`config.mk`:
```
export PLATFORM = sky130hd
export DESIGN_NAME = btn_conditioner
export DESIGN_NICKNAME = d
export VERILOG_FILES = /design/src/rtl/btn_conditioner.sv
export SDC_FILE = /design/constraint.sdc
export NUM_CORES = 1
export LEC_CHECK = 0
export ABC_AREA = 0
export ABC_CLOCK_PERIOD_IN_PS = 3740
export CAP_MARGIN = 40
export CORE_MARGIN = 3
export CORE_UTILIZATION = 58
export CTS_CLUSTER_DIAMETER = 80
export DETAILED_ROUTE_END_ITERATION = 6
export PLACE_DENSITY = 0.75
export RECOVER_POWER = 50
export SLEW_MARGIN = 20
export SYNTH_ARGS = -nofsm -noshare
export SYNTH_HDL_FRONTEND = slang
export SYNTH_SLANG_ARGS = --single-unit
```
`constraint.sdc`:
```
create_clock -name clk -period 3.74 [get_ports clk]
set_input_delay 0.561 -clock clk [delete_from_list [all_inputs] [get_ports clk]]
set_output_delay 0.561 -clock clk [all_outputs]
set_load 0.03 [all_outputs]
```
`src/rtl/btn_conditioner.sv`:
```
// btn_conditioner
// Turns a raw, bouncing push-button pin into clean control signals for the
// clock-setting logic:
//   level     - debounced pressed state (1 = pressed)
//   press_p   - one-cycle pulse when a press is accepted
//   release_p - one-cycle pulse when a release is accepted
//   long      - high from the first auto-repeat until release
//   step_p    - press_p plus one pulse per auto-repeat
// Pipeline: 2-flop synchroniser -> debounce counter -> press/repeat FSM.
// A pin change sampled at edge k shows up on the outputs at edge
// k + 3 + DEBOUNCE_CYCLES.
// Optional build macro BTN_REPEAT_ACCEL_EN: after 8 auto-repeats the repeat
// interval shortens to REPEAT_CYCLES/4 (minimum 1) until the button is released.
// The interface has no valid/ready handshake; every output is a plain
// registered level or a single-cycle pulse.
module btn_conditioner #(
  parameter int DEBOUNCE_CYCLES = 1000000,
  parameter int HOLD_CYCLES     = 25000000,
  parameter int REPEAT_CYCLES   = 5000000,
  parameter bit ACTIVE_LOW      = 1'b1
) (
  input  logic clk,
  input  logic reset_n,
  input  logic btn,
  output logic level,
  output logic press_p,
  output logic release_p,
  output logic long,
  output logic step_p
);

  localparam int DB_W   = $clog2(DEBOUNCE_CYCLES + 1);
  localparam int HOLD_W = $clog2(HOLD_CYCLES + 1);
  localparam int REP_W  = $clog2(REPEAT_CYCLES + 1);

  localparam logic [DB_W-1:0]   DB_MAX    = DB_W'(DEBOUNCE_CYCLES);
  localparam logic [HOLD_W-1:0] HOLD_LAST = HOLD_W'(HOLD_CYCLES - 1);
  localparam logic [REP_W-1:0]  REP_LAST  = REP_W'(REPEAT_CYCLES - 1);

  typedef enum logic [1:0] {
    S_IDLE    = 2'd0,
    S_PRESSED = 2'd1,
    S_REPEAT  = 2'd2
  } state_t;

  // Pin converted to pressed polarity (1 = pressed) before synchronising.
  logic w_pin_pressed;
  assign w_pin_pressed = ACTIVE_LOW ? ~btn : btn;

  logic r_sync1;
  logic r_sync2;

  // Two-flop synchroniser; resets to the released level.
  always_ff @(posedge clk or negedge reset_n) begin
    if (!reset_n) begin
      r_sync1 <= 1'b0;
      r_sync2 <= 1'b0;
    end else begin
      r_sync1 <= w_pin_pressed;
      r_sync2 <= r_sync1;
    end
  end

  logic            r_stable;
  logic [DB_W-1:0] r_db_cnt;

  // Debounce: a new level is accepted only after it has differed from the
  // accepted level for DEBOUNCE_CYCLES+1 consecutive cycles; any agreement
  // restarts the count, so shorter glitches never reach the FSM.
  always_ff @(posedge clk or negedge reset_n) begin
    if (!reset_n) begin
      r_stable <= 1'b0;
      r_db_cnt <= '0;
    end else if (r_sync2 == r_stable) begin
      r_db_cnt <= '0;
    end else if (r_db_cnt == DB_MAX) begin
      r_stable <= r_sync2;
      r_db_cnt <= '0;
    end else begin
      r_db_cnt <= r_db_cnt + 1'b1;
    end
  end

  // Repeat interval selection: the compare value for the repeat counter.
  logic [REP_W-1:0] w_rep_last;

`ifdef BTN_REPEAT_ACCEL_EN
  localparam int FAST_CYCLES = (REPEAT_CYCLES / 4 < 1) ? 1 : REPEAT_CYCLES / 4;
  localparam logic [REP_W-1:0] FAST_LAST = REP_W'(FAST_CYCLES - 1);

  // Saturating count of auto-repeats in the current hold; bit 3 set means
  // at least 8 repeats have fired.
  logic [3:0] r_rep_num;
  assign w_rep_last = r_rep_num[3] ? FAST_LAST : REP_LAST;
`else
  assign w_rep_last = REP_LAST;
`endif

  state_t              r_state;
  logic [HOLD_W-1:0]   r_hold_cnt;
  logic [REP_W-1:0]    r_rep_cnt;
  logic                r_level;
  logic                r_press_p;
  logic                r_release_p;
  logic                r_long;
  logic                r_step_p;

  // Press / long-press / auto-repeat FSM with registered outputs. A release
  // is checked before the repeat timer so it wins over a repeat due in the
  // same cycle.
  always_ff @(posedge clk or negedge reset_n) begin
    if (!reset_n) begin
      r_state     <= S_IDLE;
      r_hold_cnt  <= '0;
      r_rep_cnt   <= '0;
      r_level     <= 1'b0;
      r_press_p   <= 1'b0;
      r_release_p <= 1'b0;
      r_long      <= 1'b0;
      r_step_p    <= 1'b0;
`ifdef BTN_REPEAT_ACCEL_EN
      r_rep_num   <= '0;
`endif
    end else begin
      r_press_p   <= 1'b0;
      r_release_p <= 1'b0;
      r_step_p    <= 1'b0;
      case (r_state)
        S_IDLE: begin
          if (r_stable) begin
            r_state    <= S_PRESSED;
            r_press_p  <= 1'b1;
            r_step_p   <= 1'b1;
            r_level    <= 1'b1;
            r_hold_cnt <= '0;
          end
        end
        S_PRESSED: begin
          if (!r_stable) begin
            r_state     <= S_IDLE;
            r_release_p <= 1'b1;
            r_level     <= 1'b0;
            r_long      <= 1'b0;
            r_hold_cnt  <= '0;
            r_rep_cnt   <= '0;
`ifdef BTN_REPEAT_ACCEL_EN
            r_rep_num   <= '0;
`endif
          end else if (r_hold_cnt == HOLD_LAST) begin
            r_state    <= S_REPEAT;
            r_step_p   <= 1'b1;
            r_long     <= 1'b1;
            r_hold_cnt <= '0;
            r_rep_cnt  <= '0;
`ifdef BTN_REPEAT_ACCEL_EN
            r_rep_num  <= r_rep_num + 4'd1;
`endif
          end else begin
            r_hold_cnt <= r_hold_cnt + 1'b1;
          end
        end
        S_REPEAT: begin
          if (!r_stable) begin
            r_state     <= S_IDLE;
            r_release_p <= 1'b1;
            r_level     <= 1'b0;
            r_long      <= 1'b0;
            r_hold_cnt  <= '0;
            r_rep_cnt   <= '0;
`ifdef BTN_REPEAT_ACCEL_EN
            r_rep_num   <= '0;
`endif
          end else if (r_rep_cnt == w_rep_last) begin
            r_step_p  <= 1'b1;
            r_rep_cnt <= '0;
`ifdef BTN_REPEAT_ACCEL_EN
            if (r_rep_num != 4'hF) begin
              r_rep_num <= r_rep_num + 4'd1;
            end
`endif
          end else begin
            r_rep_cnt <= r_rep_cnt + 1'b1;
          end
        end
        default: begin
          r_state <= S_IDLE;
        end
      endcase
    end
  end

  assign level     = r_level;
  assign press_p   = r_press_p;
  assign release_p = r_release_p;
  assign long      = r_long;
  assign step_p    = r_step_p;

endmodule

```
==> key figures, run 1 <==
Pwr
  • Worst IR Drop VDD: 182 uV
  • Register share of total power: about three fifths
  • Switching share of total power: between 20% and 30%
  • Int Pwr: roughly 1.1 mW
  • Logic pwr share: under 10%
  • Clock Power Share: roughly two fifths
  • LEAKAGE: 1.86 nW
  • NetSw: roughly 0.33 mW
  • PwrDens: ~330 mW/mm^2

Clock network
  • CTS H-tree lvls: 3
  • Resized cells post-CTS: 0
  • Clock Latency Late Sink: 0.36 ns
  • CTS tree: done
  • Post-CTS Setup Bufs: 0
  • Num CTS Buffers: 9
  • Hold buffers post-CTS: 0
  • Clock transition at the registers of the reported paths: about 0.09 ns
  • Clk sinks: 78
  • Clk buf depth: 2
  • Root Driver: clkbuf_8

Final layout
  • Diode count: 0
  • Non-filler cells, final: 548
  • Fin nets: roughly 460
  • Layout cells sized above 1: 7.52%
  • Syn-to-layout area delta: 7.30%

Worst setup path
  • Register-to-Register Path Depth: 7
  • Critical Path Sink: r_hold_cnt[8]$_DFFE_PN0P_
  • Worst Setup End Kind: flop
  • CP cell instances: ha_1, nand3_2, nor4_4, a21boi_1, buf_2, a21oi_2, nor2_1
  • R2r startpoint: r_hold_cnt[0]$_DFFE_PN0P_
  • R2r setup slk: 1.24 ns
  • Worst r2r dst: r_hold_cnt[8]$_DFFE_PN0P_
  • CP max stage cell: a21oi_2
  • Setup crit start kind: flop
  • Type of the worst setup path: flop to flop
  • Worst path required time: 3.94 ns
  • Crit. Startpoint: r_hold_cnt[0]$_DFFE_PN0P_
  • CP peak stage delay: ~0.63 ns
  • Crit Path Max Fanout: 19
  • Worst endpoint data arrival time: between 2 and 3 ns

Timing
  • Setup TNS: 0 ns
  • Fin. max-slew vios: 0
  • F_max: about 0.40 GHz
  • Final Hold Viols: 0
  • Worst-Margin Slew: 1.40 ns
  • Final min period: roughly 2.5 ns
  • Final setup viols: 0
  • Max_slew headroom: approximately 6.5%
  • Fin crit share: about two thirds
  • RSZ-0062 raised after global routing: no
  • Final worst clock skew: roughly 0.018 ns

Yosys
  • Syn Inst Count: 440
  • Sequential element share of the synthesized area: approximately 47%
  • Syn Area/Cell: about 9.3 sq um
  • EDFF count, synth: 0
  • FF+latch count, synth: roughly 80
  • Top FF cell, synth: dfrtp_1
  • Syn_nets: around 450
  • Post-synth ARST share: 100%
  • Distinct cell type count after synthesis: 53
  • Synth warnings: 0
  • Post-synthesis cell area: between 0.004 and 0.005 sq mm

Route
  • Via density: roughly 5.8
  • Initial DRC Count: approximately 200
  • Routed vias: about 3200
  • Final wirelength: 8.10 mm
  • Wire per inst: 14.8 um
  • # DRC: 0
  • Antenna violation net count after detailed routing: 0
  • Pre-antenna DRT Iters: 5

Global routing
  • Vias in the first global route: roughly 3000
  • Pin count of the biggest net entering global routing: 61
  • Grt total ovfl: 0
  • First-pass GRT wire length: 14.2 mm
  • Initial antenna violation count: 0
  • All-Layer GR Usage: about a fifth

Worst hold path
  • Hold Path Class: input pin to async pin

Die
  • Die width: approximately 90 um
  • Die Y: around 90 um
  • Total I/O pin count: 8
  • Die area: just over 0.008 sq mm
  • Core area: approximately 0.0068 sq mm
  • Initial core utilization: around three fifths
  • Cell Rows: 30

Placed design
  • Port buffer count: 7
  • Placed Cells: about 530
  • Gpl congestion: 0.862
  • Post-detailed-placement half-perimeter wirelength: around 5.6 mm

Flow run
  • Max_cap viols: 0

Status
  • Status: finished, final reports clean
stage by stage:
step	total power, mW	util [%]	hold WS, ns	area, sq um	setup slack [ns]
after global placement	0.896	61.8	0.332	4220	1.27
after global routing	1.51	64.6	0.379	4410	1.01
after floorplan	0.876	-	0.265	4110	1.51
final	1.46	64.6	0.305	4410	1.24
after detailed placement	0.901	62.3	0.354	4260	1.24
after CTS	1.47	64.9	0.0680	4430	1.21
layout by cell type (no fill, tap or decap), drive strengths merged, types with 3 or more instances in the layout:
cell type | Yosys | routed
clkinv | 0 | 3
xor2 | 25 | 25
a21oi | 13 | 13
inv | 10 | 10
and3 | 12 | 12
o31ai | 9 | 9
nor2 | 61 | 61
clkbuf | 5 | 15
nand3 | 25 | 25
nand4 | 19 | 19
xnor2 | 10 | 10
nor4 | 6 | 6
clkdlybuf4s50 | 0 | 5
nand2 | 43 | 43
o21ai | 42 | 42
a31oi | 9 | 9
ha | 8 | 8
nor3 | 11 | 11
dfrtp | 78 | 78
nor2b | 5 | 5
or2 | 3 | 3
or3 | 5 | 5
and4 | 6 | 6
and2 | 5 | 5
layout make-up:
type                    count  area, sq um
clock buffers              13          159
flip-flops and latches     78         1950
inverters                  10         37.5
multi-input cells         338         2040
well taps                  96          120
repair buffers             10         81.3
fillers                   570         2420
clock inverters             3         18.8
flip-flops by register name, summed over array words and instances (netlist names), 2 cells and up:
signal      cells
r_hold_cnt     25
r_db_cnt       20
r_rep_cnt      23
r_state         2
power groups by stage:
| stage | clock network, mW | logic, mW | registers, mW |
|---|---|---|---|
| final | 0.577 | 0.0278 | 0.851 |
| after global placement | 0 | 0.0288 | 0.867 |
| after floorplan | 0 | 0.00963 | 0.867 |
| after detailed placement | 0 | 0.0333 | 0.868 |
| after CTS | 0.588 | 0.0336 | 0.851 |
| after global routing | 0.625 | 0.0333 | 0.852 |
synthesized netlist by cell type (all sizes together), types with 3 or more instances:
master | count | area share, %
nor2 | 61 | 5.6
o21ai | 42 | 5.1
dfrtp | 78 | 47
nor4 | 6 | 1.9
nor2b | 5 | 0.76
inv | 10 | 0.91
a31oi | 9 | 1.4
xnor2 | 10 | 2.1
or2 | 3 | 0.46
o31ai | 9 | 1.6
and4 | 6 | 1.3
and3 | 12 | 1.8
clkbuf | 5 | 0.49
buf | 9 | 1.4
nor3 | 11 | 1.5
or3 | 5 | 0.76
and2 | 5 | 0.76
nand4 | 19 | 2.9
nand2 | 43 | 3.9
nand3 | 25 | 3.5
xor2 | 25 | 5.3
ha | 8 | 2.4
a21oi | 13 | 1.7
logic make-up (layout without fill, tap and decap cells):
family / count (synthesis) / after routing / share of synthesized area (%)
xor gates and xnor gates: 35 / 35 / 7.46
adders and majority gates: 8 / 8 / 2.43
muxes: 1 / 1 / 0.274
buffers and inverters: 24 / 36 / 2.83
and+or+nand+nor: 210 / 210 / 27.2
AOI/OAI and AO/OA: 84 / 84 / 12.3
DFF: 78 / 78 / 47.5
layer usage:
| layer | GRT usage [%] | up-vias | share of wire (%) |
|---|---|---|---|
| li1 | - | 1576 | - |
| met1 | 28.8 | 1517 | 47 |
| met2 | 34.3 | 66 | 47 |
| met3 | 3.26 | 14 | 3.2 |
| met4 | 8.80 | 0 | 2.0 |
| met5 | 0 | - | 0 |
worst max-delay path: cells and delay by family (launching register included):
| kind | cells | cell delay [ns] |
|---|---|---|
| AO/OA/AOI/OAI | 2 | 0.82 |
| AND/OR/NAND/NOR | 3 | 0.63 |
| flip-flops | 1 | 0.41 |
| adder cells (fa/ha/maj) | 1 | 0.24 |
| buffers and inverters | 1 | 0.23 |
worst min path at each step:
stage	startpoint	endpoint	slack, ns	cells after the start
floorplan	reset_n	level$_DFFE_PN0P_	0.27	0
global placement	r_sync1$_DFF_PN0_	r_sync2$_DFF_PN0_	0.33	0
detailed placement	r_sync1$_DFF_PN0_	r_sync2$_DFF_PN0_	0.35	0
CTS	reset_n	r_hold_cnt[3]$_DFFE_PN0P_	0.07	1
global route	r_sync1$_DFF_PN0_	r_sync2$_DFF_PN0_	0.38	0
finish	reset_n	r_hold_cnt[3]$_DFFE_PN0P_	0.30	1
(Power assumes the default switching activity.)
==> inputs of run 2 (changes only) <==
ABC_CLOCK_PERIOD_IN_PS = 2550   (was 3740)
clock period = 2.55 ns   (was 3.74 ns; I/O delays follow)
==> run 2 against run 1 <==
Global-route usage grew 0.33 points. Clock skew shrank 0.0077 ns. Final area grew 2.7%. Largest power group unchanged. Critical path depth grew 1. Die area is the same. Routed wire length grew 2.0%. Fmax grew 6.9%. Critical path type unchanged.
==> key figures, run 2 (same netlist as run 1, synthesis figures left out) <==
Status
  • Status: finished, final reports clean

Placed design
  • Placed Cells: 541 (+1.9%)
  • Post-detailed-placement half-perimeter wirelength: 5.79 mm (+3.5%)
  • Gpl congestion: 0.900 (+4.5%)
  • Port buffer count: 7 (unchanged)

Timing
  • Fin. max-slew vios: 0 (unchanged)
  • Final Hold Viols: 0 (unchanged)
  • Final worst clock skew: 0.00984 ns (-0.00769 ns)
  • RSZ-0062 raised after global routing: no
  • Fin crit share: 91.7% (+25 points)
  • F_max: 0.428 GHz (+6.9%)
  • Final min period: 2.34 ns (-0.162 ns)
  • Max_slew headroom: 9.17% (+2.7 points)
  • Final setup viols: 0 (unchanged)
  • Setup TNS: 0 ns (unchanged)
  • Worst-Margin Slew: 1.36 ns (-0.0405 ns)

Worst setup path
  • Type of the worst setup path: flop to flop
  • Worst path required time: 2.78 ns (-1.16 ns)
  • Crit. Startpoint: r_hold_cnt[0]$_DFFE_PN0P_
  • Worst Setup End Kind: flop
  • Register-to-Register Path Depth: 8 (+1)
  • Crit Path Max Fanout: 9 (-10)
  • Worst r2r dst: r_rep_cnt[6]$_DFFE_PN0P_
  • Setup crit start kind: flop
  • R2r startpoint: r_hold_cnt[0]$_DFFE_PN0P_
  • Worst endpoint data arrival time: 2.56 ns (-0.14 ns)
  • R2r setup slk: 0.21 ns (-1.03 ns)

Clock network
  • Clk buf depth: 2 (unchanged)
  • Root Driver: clkbuf_8
  • CTS tree: done
  • Num CTS Buffers: 9 (unchanged)
  • Clk sinks: 78 (unchanged)
  • Clock transition at the registers of the reported paths: 0.08 ns (about the same)
  • Clock Latency Late Sink: 0.35 ns (about the same)
  • CTS H-tree lvls: 3 (unchanged)

Final layout
  • Syn-to-layout area delta: 10.2%
  • Diode count: 0 (unchanged)
  • Most common cell after layout, fill and taps aside: dfrtp_1
  • Layout cells sized above 1: 9.54% (+2.0 points)
  • Utilization after layout: 66.3% (+1.7 points)
  • Most frequent cells in the layout: dfrtp_1 (78), nor2_1 (60), nand2_1 (43)
  • Max reg flops: 25 (unchanged)
  • Fin nets: 468 (+2.2%)
  • Largest regs: r_hold_cnt: 25 flops, r_rep_cnt: 23 flops, r_db_cnt: 20 flops
  • Non-filler cells, final: 557 (+1.6%)
  • Top reg by flops: r_hold_cnt

Global routing
  • Initial antenna violation count: 0 (unchanged)
  • Grt total ovfl: 0 (unchanged)
  • First-pass GRT wire length: 14.5 mm (+1.8%)
  • Vias in the first global route: 3107 (+2.0%)
  • All-Layer GR Usage: 21.6% (+0.33 points)
  • Pin count of the biggest net entering global routing: 57 (-6.6%)

Route
  • # DRC: 0 (unchanged)
  • Wire per inst: 14.8 um (+0.38%)
  • Final wirelength: 8.26 mm (+2.0%)
  • Antenna violation net count after detailed routing: 0 (unchanged)
  • Initial DRC Count: 150 (-27%)
  • Routed vias: 3277 (+3.3%)
  • Via density: 5.88 (+1.6%)
  • Pre-antenna DRT Iters: 5 (unchanged)

Die
  • Die width: 90.2 um (unchanged)
  • Total I/O pin count: 8 (unchanged)
  • Cell Rows: 30 (unchanged)
  • Die area: 0.00814 sq mm (unchanged)
  • Initial core utilization: 60.2% (unchanged)
  • Core area: 0.00683 sq mm (unchanged)
  • Die Y: 90.2 um (unchanged)

Pwr
  • Worst IR Drop VDD: 328 uV (+80%)
  • PwrDens: 477 mW/mm^2 (+45%)
  • LEAKAGE: 1.95 nW (+4.5%)

Worst hold path
  • Hold Path Class: flop to flop
  • Hold worst-path end: r_sync2$_DFF_PN0_
  • Worst hold path depth: 0
  • Hold Crit Start: r_sync1$_DFF_PN0_

Flow run
  • Max_cap viols: 0 (unchanged)
[run 2: worst max path at each step]
stage | endpoint | slack (ns)
floorplan | r_hold_cnt[24]$_DFFE_PN0P_ | 0.32
global placement | r_rep_cnt[14]$_DFFE_PN0P_ | 0.24
detailed placement | r_rep_cnt[14]$_DFFE_PN0P_ | 0.18
CTS | r_rep_cnt[14]$_DFFE_PN0P_ | 0.17
global route | r_rep_cnt[16]$_DFFE_PN0P_ | 0.01
finish | r_rep_cnt[6]$_DFFE_PN0P_ | 0.21
[run 2: routing by layer]
| layer | vias up | GRT usage, % | share of wire (%) | wire, um |
|---|---|---|---|---|
| li1 | 1594 | - | - | - |
| met2 | 57 | 33.8 | 47 | 3910 |
| met5 | - | 0 | 0 | 0 |
| met3 | 13 | 4.77 | 3.4 | 283 |
| met1 | 1613 | 29.8 | 48 | 3940 |
| met4 | 0 | 7.53 | 1.6 | 136 |
[run 2: metrics by stage]
step | cell area, sq um | total power [mW] | hold WS (ns) | setup WS, ns
4_1_cts | 4520 | 2.18 | 0.384 | 0.166
5_1_grt | 4530 | 2.25 | 0.391 | 0.0120
3_5_place_dp | 4330 | 1.32 | 0.307 | 0.181
2_1_floorplan | 4110 | 1.29 | 0.0869 | 0.322
3_3_place_gp | 4300 | 1.31 | 0.369 | 0.239
6_report | 4530 | 2.16 | 0.381 | 0.213
[run 2: area by class of cell]
class	instances	area, sq um
clock buffer	12	165
clock inverter	3	18.8
fill	571	2300
inverter	10	37.5
multi-input combinational	338	2050
sequential	78	1950
tap	96	120
timing repair buffer	20	184
[run 2: repair_timing]
item	4_1_cts	5_1_grt
gates resized for setup	0	2
endpoints found under the setup margin	0	3
buffers inserted	0	0
endpoints found under the hold margin	22	0
hold buffers	1	0
[run 2: power by group]
part | internal (mW) | total (mW) | switching (mW) | leakage (nW)
clock | 0.426 | 0.866 | 0.439 | 0.0982
combinational | 0.0133 | 0.0475 | 0.0342 | 0.766
sequential | 1.24 | 1.25 | 0.00716 | 1.08
total | 1.68 | 2.16 | 0.481 | 1.95
[run 2: worst max-delay path, stage by stage (launching register included)]
cell and delay [ns]:
dfrtp_1 0.42, ha_1 0.25, nand3_2 0.15, nor4_4 0.34, a21o_1 0.25, o21ai_1 0.27
buf_4 0.26, o21ai_0 0.16, o21ai_0 0.10
==> inputs of run 3 (changes only) <==
ABC_AREA = not set   (was 0)
ABC_CLOCK_PERIOD_IN_PS = not set   (was 2550)
CAP_MARGIN = not set   (was 40)
==> run 3 against run 2 <==
The flow now finishes with violations (max-capacitance violations, max-slew violations). Setup slack worse by 0.050 ns. Routed wire length down 0.68%. Sequential cell count unchanged. Utilization up 0.29 points. Hold slack better by 0.0039 ns. First-iteration DRC count up 12%. Global-route usage down 0.066 points. Sequential power about the same. Total power up 12%. Largest cell class unchanged.
==> key figures, run 3 (same netlist as run 1, synthesis figures left out) <==
Worst setup path
  • Worst path required time: 2.79 ns (about the same)
  • Crit Path Max Fanout: 12 (+3)
  • Type of the worst setup path: flop to flop
  • Setup crit start kind: flop
  • Worst Setup End Kind: flop
  • Worst endpoint data arrival time: 2.63 ns (+0.07 ns)
  • Register-to-Register Path Depth: 6 (-2)

Global routing
  • First-pass GRT wire length: 14.6 mm (+0.38%)
  • Vias in the first global route: 3171 (+2.1%)
  • Pin count of the biggest net entering global routing: 79 (+39%)
  • All-Layer GR Usage: 21.5% (-0.066 points)
  • Grt total ovfl: 0 (unchanged)
  • Initial antenna violation count: 0 (unchanged)

Final layout
  • Fillers: 556 (-2.6%)
  • Largest regs: r_hold_cnt: 25 flops, r_rep_cnt: 23 flops, r_db_cnt: 20 flops
  • Most frequent cells in the layout: dfrtp_1 (78), nor2_1 (60), nand2_1 (43)
  • Fin nets: 465 (-0.64%)
  • Max reg flops: 25 (unchanged)
  • Syn-to-layout area delta: 10.7%
  • Most common cell after layout, fill and taps aside: dfrtp_1
  • Top reg by flops: r_hold_cnt
  • Non-filler cells, final: 555 (-0.36%)
  • Layout cells sized above 1: 9.80% (+0.26 points)
  • Diode count: 0 (unchanged)

Die
  • Initial core utilization: 60.2% (unchanged)
  • Die area: 0.00814 sq mm (unchanged)
  • Total I/O pin count: 8 (unchanged)
  • Die Y: 90.2 um (unchanged)
  • Cell Rows: 30 (unchanged)
  • Die width: 90.2 um (unchanged)
  • Core area: 0.00683 sq mm (unchanged)

Route
  • # DRC: 0 (unchanged)
  • WL met1: 3.94 mm (+0.15%)
  • DR WL met2: 3.88 mm (-0.64%)
  • Routed vias: 3247 (-0.92%)
  • Met3 routed WL: 255 um (-9.9%)
  • Final wirelength: 8.20 mm (-0.68%)
  • Max Used Layer: met4
  • Initial DRC Count: 168 (+12%)
  • Wire per inst: 14.8 um (-0.32%)
  • Via density: 5.85 (-0.56%)
  • Pre-antenna DRT Iters: 5 (unchanged)
  • Antenna violation net count after detailed routing: 0 (unchanged)

Pwr
  • PwrDens: 531 mW/mm^2 (+11%)
  • Logic pwr share: 1.7% (-0.5 points)
  • Worst IR Drop VDD: 289 uV (-12%)
  • Switching share of total power: 20.4% (-1.8 points)
  • Total power draw: 2.42 mW (+12%)
  • LEAKAGE: 1.96 nW (+0.49%)
  • Int Pwr: 1.92 mW (+14%)
  • NetSw: 0.493 mW (+2.6%)
  • Clock Power Share: 46.7% (+6.6 points)
  • Register share of total power: 51.6% (-6.1 points)

Timing
  • Worst-Margin Slew: 1.86 ns (+0.502 ns)
  • Fin crit share: 93.6% (+2.0 points)
  • Final setup viols: 0 (unchanged)
  • Fin. max-slew vios: 79 (+79)
  • Final min period: 2.39 ns (+0.0499 ns)
  • Setup TNS: 0 ns (unchanged)
  • F_max: 0.419 GHz (-2.1%)
  • Final Hold Viols: 0 (unchanged)
  • Max_slew headroom: -24.3% (-33 points)
  • RSZ-0062 raised after global routing: no
  • Final worst clock skew: 0.0121 ns (+0.00225 ns)

Placed design
  • Port buffer count: 7 (unchanged)
  • Gpl congestion: 0.900 (unchanged)
  • Post-detailed-placement half-perimeter wirelength: 5.64 mm (-2.6%)
  • Placed Cells: 539 (-0.37%)

Clock network
  • Root Driver: clkbuf_8
  • Post-CTS Setup Bufs: 0 (unchanged)
  • CTS H-tree lvls: 3 (unchanged)
  • Resized cells post-CTS: 0 (unchanged)
  • Clock Latency Late Sink: 0.35 ns (about the same)
  • Hold buffers post-CTS: 0 (-1)
  • Clock transition at the registers of the reported paths: 0.09 ns (about the same)
  • CTS tree: done
  • Clk sinks: 78 (unchanged)
  • Num CTS Buffers: 9 (unchanged)
  • Clk buf depth: 2 (unchanged)

Status
  • Status: finished with violations
  • Failing checks: max-capacitance violations, max-slew violations

Worst hold path
  • Worst hold path depth: 0 (unchanged)
  • Hold Path Class: flop to flop

Flow run
  • Max_cap viols: 1 (+1)
-- run 3: cell types whose count changed in the layout (fill, tap and decap cells not counted), sizes merged --
| cell | before | now |
|---|---|---|
| buf | 12 | 10 |
| bufinv | 0 | 3 |
| clkbuf | 13 | 11 |
| dlygate4sd3 | 2 | 1 |
-- run 3: power by group through the flow --
stage	Combinational, mW	Sequential [mW]	Clock [mW]
2_1_floorplan	0.0141	1.27	0
3_3_place_gp	0.0425	1.27	0
3_5_place_dp	0.0430	1.27	0
4_1_cts	0.0432	1.25	1.15
5_1_grt	0.0487	1.25	1.21
6_report	0.0400	1.25	1.13
-- run 3: metal layers --
metal / track usage (%) / vias to the layer above
met1: 29.0 / 1575
met3: 4.27 / 13
li1: - / 1591
met5: 0 / -
met4: 8.55 / 0
met2: 34.3 / 68
-- run 3: per-stage QoR --
step	util (%)	hold slack [ns]	worst slack, ns	instance area, sq um
after CTS	66.5	0.214	0.162	4540
final	66.6	0.385	0.163	4550
after detailed placement	62.9	0.367	0.190	4300
after floorplan	-	0.0869	0.322	4110
after global placement	62.9	0.369	0.239	4300
after global routing	66.6	0.392	0.00300	4550
-- run 3: path summary, 6_finish.rpt --
kind,startpoint,to,slack [ns]
worst max-delay path,r_rep_cnt[10]$_DFFE_PN0P_,r_rep_cnt[14]$_DFFE_PN0P_,0.16
worst min-delay path,r_sync1$_DFF_PN0_,r_sync2$_DFF_PN0_,0.38
worst max register to register,r_rep_cnt[10]$_DFFE_PN0P_,r_rep_cnt[14]$_DFFE_PN0P_,0.16
worst min register to register,r_sync1$_DFF_PN0_,r_sync2$_DFF_PN0_,0.38
max in group asynchronous,reset_n,r_rep_cnt[17]$_DFFE_PN0P_,0.91
min in group asynchronous,reset_n,r_state[0]$_DFFE_PN0P_,0.54
-- run 3: area by class of cell --
type,count,area [sq um],share of cell area [%]
Clock buffer,10,138,3.03
Clock inverter,6,109,2.39
Inverter,10,37.5,0.825
Multi-Input combinational cell,338,2050,45.1
Sequential cell,78,1950,42.9
Tap cell,96,120,2.64
Timing Repair Buffer,17,140,3.08
-- run 3: worst max-delay path, stage by stage, from the launching register on --
cell and delay [ns]:
dfrtp_1 0.47, or4b_1 0.62, nor4_4 0.28, a31o_4 0.28
or2_2 0.30, o21ai_0 0.13, a21o_1 0.20
